**src/rtl/stopwatch_timebase.sv**
```systemverilog
// Stopwatch core: CLK/DIV timebase driving a BCD MM:SS.hh counter; LAP_EN adds the lap-freeze display hold.
// Latency: tick is combinational; digits update on the edge that ends a tick cycle. Controls act on the next edge.
// Backpressure: none; control inputs are single-cycle pulses that are always accepted.
module stopwatch_timebase #(
    parameter int CLK_HZ  = 27000000,
    parameter int TICK_HZ = 100,
    parameter int MAX_MIN = 59
) (
    input  logic       CLK,
    input  logic       RESET,
    input  logic       start_stop,
    input  logic       clear,
    input  logic       lap,
    output logic       running,
    output logic       tick,
    output logic [7:0] hundredths_bcd,
    output logic [7:0] seconds_bcd,
    output logic [7:0] minutes_bcd,
    output logic       overflow,
    output logic       frozen
);

    localparam int DIV = CLK_HZ / TICK_HZ;
    localparam int PW  = (DIV > 1) ? $clog2(DIV) : 1;
    localparam logic [PW-1:0] LAST  = PW'(DIV - 1);
    localparam logic [3:0]    MAX_T = 4'(MAX_MIN / 10);
    localparam logic [3:0]    MAX_U = 4'(MAX_MIN % 10);

    generate
        if ((CLK_HZ % TICK_HZ) != 0 || DIV < 2) begin : g_bad_div
            $error("stopwatch_timebase: CLK_HZ/TICK_HZ must be an integer >= 2");
        end
        if (MAX_MIN < 1 || MAX_MIN > 99) begin : g_bad_max
            $error("stopwatch_timebase: MAX_MIN must be in 1..99");
        end
    endgenerate

    logic [PW-1:0] r_presc;
    logic          r_running;
    logic          r_ovf;
    logic [3:0]    r_h1, r_h0, r_s1, r_s0, r_m1, r_m0;

    logic          w_tick;
    logic          w_wrap;
    logic [3:0]    w_h1_nx, w_h0_nx, w_s1_nx, w_s0_nx, w_m1_nx, w_m0_nx;

    assign w_tick = r_running && (r_presc == LAST);

    // Ripple carry through the six BCD digits; only evaluated on a tick.
    always_comb begin
        w_h1_nx = r_h1;
        w_h0_nx = r_h0;
        w_s1_nx = r_s1;
        w_s0_nx = r_s0;
        w_m1_nx = r_m1;
        w_m0_nx = r_m0;
        w_wrap  = 1'b0;
        if (w_tick) begin
            if (r_h0 != 4'd9) begin
                w_h0_nx = r_h0 + 4'd1;
            end else begin
                w_h0_nx = 4'd0;
                if (r_h1 != 4'd9) begin
                    w_h1_nx = r_h1 + 4'd1;
                end else begin
                    w_h1_nx = 4'd0;
                    if (r_s0 != 4'd9) begin
                        w_s0_nx = r_s0 + 4'd1;
                    end else begin
                        w_s0_nx = 4'd0;
                        if (r_s1 != 4'd5) begin
                            w_s1_nx = r_s1 + 4'd1;
                        end else begin
                            w_s1_nx = 4'd0;
                            if (r_m1 == MAX_T && r_m0 == MAX_U) begin
                                w_m1_nx = 4'd0;
                                w_m0_nx = 4'd0;
                                w_wrap  = 1'b1;
                            end else if (r_m0 != 4'd9) begin
                                w_m0_nx = r_m0 + 4'd1;
                            end else begin
                                w_m0_nx = 4'd0;
                                w_m1_nx = r_m1 + 4'd1;
                            end
                        end
                    end
                end
            end
        end
    end

    always_ff @(posedge CLK or negedge RESET) begin
        if (!RESET) begin
            r_presc   <= '0;
            r_running <= 1'b0;
            r_ovf     <= 1'b0;
            r_h1      <= 4'd0;
            r_h0      <= 4'd0;
            r_s1      <= 4'd0;
            r_s0      <= 4'd0;
            r_m1      <= 4'd0;
            r_m0      <= 4'd0;
        end else begin
            if (start_stop) begin
                r_running <= ~r_running;
            end
            // Clear wins over a coincident tick: nothing advances this edge.
            if (clear) begin
                r_presc <= '0;
                r_ovf   <= 1'b0;
                r_h1    <= 4'd0;
                r_h0    <= 4'd0;
                r_s1    <= 4'd0;
                r_s0    <= 4'd0;
                r_m1    <= 4'd0;
                r_m0    <= 4'd0;
            end else begin
                if (r_running) begin
                    r_presc <= (r_presc == LAST) ? '0 : r_presc + PW'(1);
                end
                if (w_wrap) begin
                    r_ovf <= 1'b1;
                end
                r_h1 <= w_h1_nx;
                r_h0 <= w_h0_nx;
                r_s1 <= w_s1_nx;
                r_s0 <= w_s0_nx;
                r_m1 <= w_m1_nx;
                r_m0 <= w_m0_nx;
            end
        end
    end

    assign running  = r_running;
    assign tick     = w_tick;
    assign overflow = r_ovf;

`ifdef LAP_EN
    logic       r_frozen;
    logic [7:0] r_disp_h, r_disp_s, r_disp_m;

    // Snapshot takes the digits as shown during the lap cycle, before any same-edge tick.
    always_ff @(posedge CLK or negedge RESET) begin
        if (!RESET) begin
            r_frozen <= 1'b0;
            r_disp_h <= 8'd0;
            r_disp_s <= 8'd0;
            r_disp_m <= 8'd0;
        end else if (clear) begin
            r_frozen <= 1'b0;
        end else if (lap) begin
            r_frozen <= ~r_frozen;
            if (!r_frozen) begin
                r_disp_h <= {r_h1, r_h0};
                r_disp_s <= {r_s1, r_s0};
                r_disp_m <= {r_m1, r_m0};
            end
        end
    end

    assign frozen         = r_frozen;
    assign hundredths_bcd = r_frozen ? r_disp_h : {r_h1, r_h0};
    assign seconds_bcd    = r_frozen ? r_disp_s : {r_s1, r_s0};
    assign minutes_bcd    = r_frozen ? r_disp_m : {r_m1, r_m0};
`else
    logic w_lap_unused;
    assign w_lap_unused   = lap;
    assign frozen         = 1'b0;
    assign hundredths_bcd = {r_h1, r_h0};
    assign seconds_bcd    = {r_s1, r_s0};
    assign minutes_bcd    = {r_m1, r_m0};
`endif

endmodule
```
**config.mk**
```make
export PLATFORM = sky130hd
export DESIGN_NAME = stopwatch_timebase
export DESIGN_NICKNAME = d
export VERILOG_FILES = /design/src/rtl/stopwatch_timebase.sv
export SDC_FILE = /design/constraint.sdc
export NUM_CORES = 1
export LEC_CHECK = 0
export CORE_ASPECT_RATIO = 0.7
export CORE_UTILIZATION = 45
export DETAILED_ROUTE_END_ITERATION = 6
export GPL_ROUTABILITY_DRIVEN = 0
export PLACE_DENSITY = 0.67
export SLEW_MARGIN = 30
export SYNTH_ARGS = -nofsm -noshare
export SYNTH_HDL_FRONTEND = slang
export SYNTH_SLANG_ARGS = --single-unit
```
**constraint.sdc**
```tcl
create_clock -name CLK -period 3.1 [get_ports CLK]
set_input_delay 0.62 -clock CLK [delete_from_list [all_inputs] [get_ports CLK]]
set_output_delay 0.62 -clock CLK [all_outputs]
set_load 0.05 [all_outputs]
```
; After elaboration in Yosys (flattened, before gate mapping)
; Cells that the tools add are included.
[word_totals]
elab_cells = 85
reg_bits = 45
output_inout_bits = 28
[op_classes]
reduce_logical = 10
n_mux = 45
n_eq_ne = 13
addsub = 7
n_bitwise = 1
[op_table]
columns = op, n
row1 = $mux 4, 34
row2 = $mux 19, 3
row3 = $add 4x1->4 const B, 6
row4 = $add 19x1->19 const B, 1
row5 = $eq 19x19->1 const B, 1
row6 = $ne 4x4->1 const B, 4
row7 = $mux 1, 8
row8 = $ne 2x2->1 const B, 4
row9 = $reduce_and 6->1, 1
row10 = $reduce_bool 2->1, 3
row11 = $reduce_and 5->1, 1
row12 = $eq 4x3->1 const B, 1
row13 = $eq 4x4->1 const B, 1
row14 = $ne 4x3->1 const B, 1
row15 = $reduce_and 4->1, 1
row16 = $ne 3x3->1 const B, 1
row17 = $reduce_and 3->1, 1
row18 = $logic_and 1x1->1, 2
row19 = $reduce_and 2->1, 1
row20 = $not 1->1, 1

; Depth between registers and ports, before layout
[logic_depth]
word_depth = 10
depth_mapped = 9
mapped_depth_nobuf = 7

; Worst setup path after synthesis
; No wires, ideal clock.
[synth_timing]
path_type = register to output
start = register r_presc[13]
end = output port tick
path_stages_with_launch = 5
t_arrival_ns = 2.228
required_time_ns = 2.480
slack_ns = 0.252
cell_sequence = dfrtp_1 > or4b_1 > or4_4 > buf_2 > nor2_1
[synth_via]
elab_chain_len = 2
[synth_lines]
columns = element, line_no
row1 = from (decl), 38  ; logic [PW-1:0] r_presc;
row2 = from (signal assigned), 119  ; r_presc <= (r_presc == LAST) ? '0 : r_presc + PW'(1);
row3 = $eq 19x19->1, 47  ; assign w_tick = r_running && (r_presc == LAST);
row4 = $logic_and 1x1->1, 47
row5 = to (decl), 15  ; output logic tick,
; Every way passes these cells.

; Worst setup path after layout
; Ends and elaborated chain as after synthesis.

==> run_results.csv <==
group,metric,value,unit
outcome,status,"finished, final reports clean",
sta,fin_crit_sh,92.2,%
power,power_leakage,1.19,nW
clock_tree,cts_hold_buf,0,
sta,setup_tns,0,ps
synth,yosysWarnings,0,
clock_tree,cts-root-buf,"clkbuf_8",
global_route,antenna_found_initial,0,
place,dpl-instance-area,2880,sq um
clock_tree,worstSkewPairLatency,290,ps
die,start_util,47.3,%
die,rows,22,
synth,synth-async-reset-ratio,100,%
power,p_int,0.000806,W
clock_tree,cts_resized,0,
synth,synth_area_per_cell,9.37,sq um
synth,synth_top_area_share,45.0,%
clock_tree,cts_setup_buffers,0,
clock_tree,cts_tree,"built",
sta,setup_viol,0,
run,max_cap_violations,0,
power,pwr_density_cell,371,nW/um^2
clock_tree,clkTransAtPathRegs,80,ps
sta,hold_viol,0,
hold_path,hold_path.class,"input pin to async pin",
power,ir_worst_vdd,220,uV
sta,relSlewSlack,50.5,%
global_route,grt_usage,18.5,%
global_route,grt_pass1_vias,1746,
global_route,grt_pass1_wl,8.56,mm
synth,mappedNetlistArea,2500,sq um
global_route,grt_max_degree,46,
critical_path,crit_path_start_kind,"flip-flop",
synth,synth_edf_count,0,
drt,num_vias,1939,
power,seq_power_share,58.8,%
die,core-area,5290,sq um
drt,drt_wl_total,5.00,mm
place,numPortBuffers,30,
global_route,grt_overflow,0,
synth,syn-instance-count,267,
sta,period_minus_slack,2860,ps
final_layout,n_antenna_cell,0,
final_layout,stdcell_area,2960,sq um
drt,via_per_inst,5.24,
synth,yosysUniqueCellTypes,49,
drt,drt_iter0_drc,82,
clock_tree,cts_sinks,45,
critical_path,cp.required,2480,ps
power,p_switching,0.000293,W
drt,wire_per_inst,13.5,microns
sta,slew_violations,0,
synth,synth_top_area_cell,"dfrtp_1",
die,dieHeight,64.4,microns
synth,ys_ff_latch,45,
final_layout,areaGrowthSynthToFinish,18.4,%
sta,grt_setup_unrepaired,"false",
drt,drtAntennaViolNets,0,
final_layout,drive_gt1_share,6.04,%
synth,synth-seq-area-share,45.0,%
die,ios,33,
drt,dr.pass1.iters,4,
die,die-area,5860,sq um
power,switching_share,26.6,%
power,clockPowerShare,31.4,%
critical_path,end_kind,"primary output",
final_layout,nNetsFinal,311,
power,p_comb_share,9.8,%
clock_tree,htreeDepth,2,
clock_tree,clock_path_buffers,2,
clock_tree,cts_made_buffers,5,
sta,max_freq,350,MHz
synth,ys.flop_type,"dfrtp_1",
sta,skew,4.93,ps
sta,worst_pin_slew,732,ps
critical_path,path_class,"flip-flop to primary output",
die,die_width,91.1,microns
drt,route.detailed.drc,0,
place,dp_hpwl,3.45,mm
critical_path,arrival,2240,ps
synth,synth_most_common_cell,"dfrtp_1",
synth,synth.area.top_cells,"dfrtp_1, nor2_1, ha_1",
synth,synth.net_count,281,
critical_path,worstPathMaxFanout,14,
synth,synth_common_cells,"dfrtp_1, nor2_1, nand2_1",
==> path summary, 6_finish.rpt <==
check / cells past startpoint / startpoint / endpoint / slack [ps]
max: 4 / r_presc[13] / tick / 240
min: 1 / RESET / r_m0[3] / 320
max reg2reg: 5 / r_presc[13] / r_m1[2] / 440
min reg2reg: 2 / overflow / overflow / 510
max in group asynchronous: 1 / RESET / r_s1[2] / 2400
min in group CLK: 2 / overflow / overflow / 510
==> layer usage <==
metal  global-route usage (%)  share of wire [%]  up-vias
met5                        0                  0        -
met4                     4.17               0.62        0
met3                     3.69                4.0        2
met2                     25.6                 38       38
met1                     29.1                 58      898
li1                         -                  -     1001
==> logic make-up after synthesis <==
family          after synthesis  share of synthesized area (%)
compound gates               35                           9.11
xor+xnor                     21                           7.35
fa+ha+maj                     9                           4.50
buf+inv                      22                           3.55
flops                        45                           45.0
mux                           8                           3.20
other cells                   1                          0.150
simple gates                126                           27.1
==> layout make-up <==
type / instances / area (sq um)
Fill cell: 476 / 2320
Multi-Input combinational cell: 200 / 1290
Sequential cell: 45 / 1130
Timing Repair Buffer: 34 / 338
Tap cell: 72 / 90.1
Clock buffer: 8 / 80.1
Inverter: 11 / 41.3
==> power by group through the flow <==
stage	sequential [W]	combinational (W)	clock, W
after floorplan	0.000658	0.0000656	0
after global placement	0.000657	0.000108	0
after detailed placement	0.000658	0.000109	0
after CTS	0.000646	0.000110	0.000357
after global routing	0.000652	0.000119	0.000383
final	0.000646	0.000108	0.000345
==> worst max-delay path, cell delays in order (launching register included) <==
cell,delay [ps]
dfrtp_1,430
or4b_1,550
or4_4,540
nor2_1,250
buf_12,170
==> metrics by stage <==
stage	hold slack, ps	utilization, %	worst slack (ps)	std cells	total power (W)
floorplan	324	-	252	267	0.000724
global placement	502	54.5	476	362	0.000765
detailed placement	506	54.5	463	362	0.000767
CTS	343	56.0	222	370	0.00111
global route	365	56.0	180	370	0.00115
finish	317	56.0	241	370	0.00110
==> flip-flops by register name (all words and copies together) (netlist names) <==
register / count
r_h0: 4
r_presc: 19
r_h1: 4
running: 1
r_s1: 4
r_s0: 4
r_m0: 4
overflow: 1
r_m1: 4
==> cells in the final DEF (no fill, tap or decap), types with 2 or more instances in the layout <==
master            n
a21oi_1          14
and3b_1           4
dfrtp_1          45
nor2b_1           5
nor3_1            5
o21ai_0           5
nand3_1          13
xnor2_1          10
buf_4             5
a31oi_1           3
and3_1            4
nand4_1           9
nand2_1          15
nor2_1           42
or3_1             3
clkbuf_8          5
or4_1             2
nand2b_1          4
nor4bb_1          2
clkbuf_1          3
mux2i_1           8
inv_1            11
nand3b_1          2
and2_1            2
ha_1              9
xor2_1           11
clkdlybuf4s50_1  28
o41ai_1           3
nor4_1            5
(Power assumes the default switching activity.)
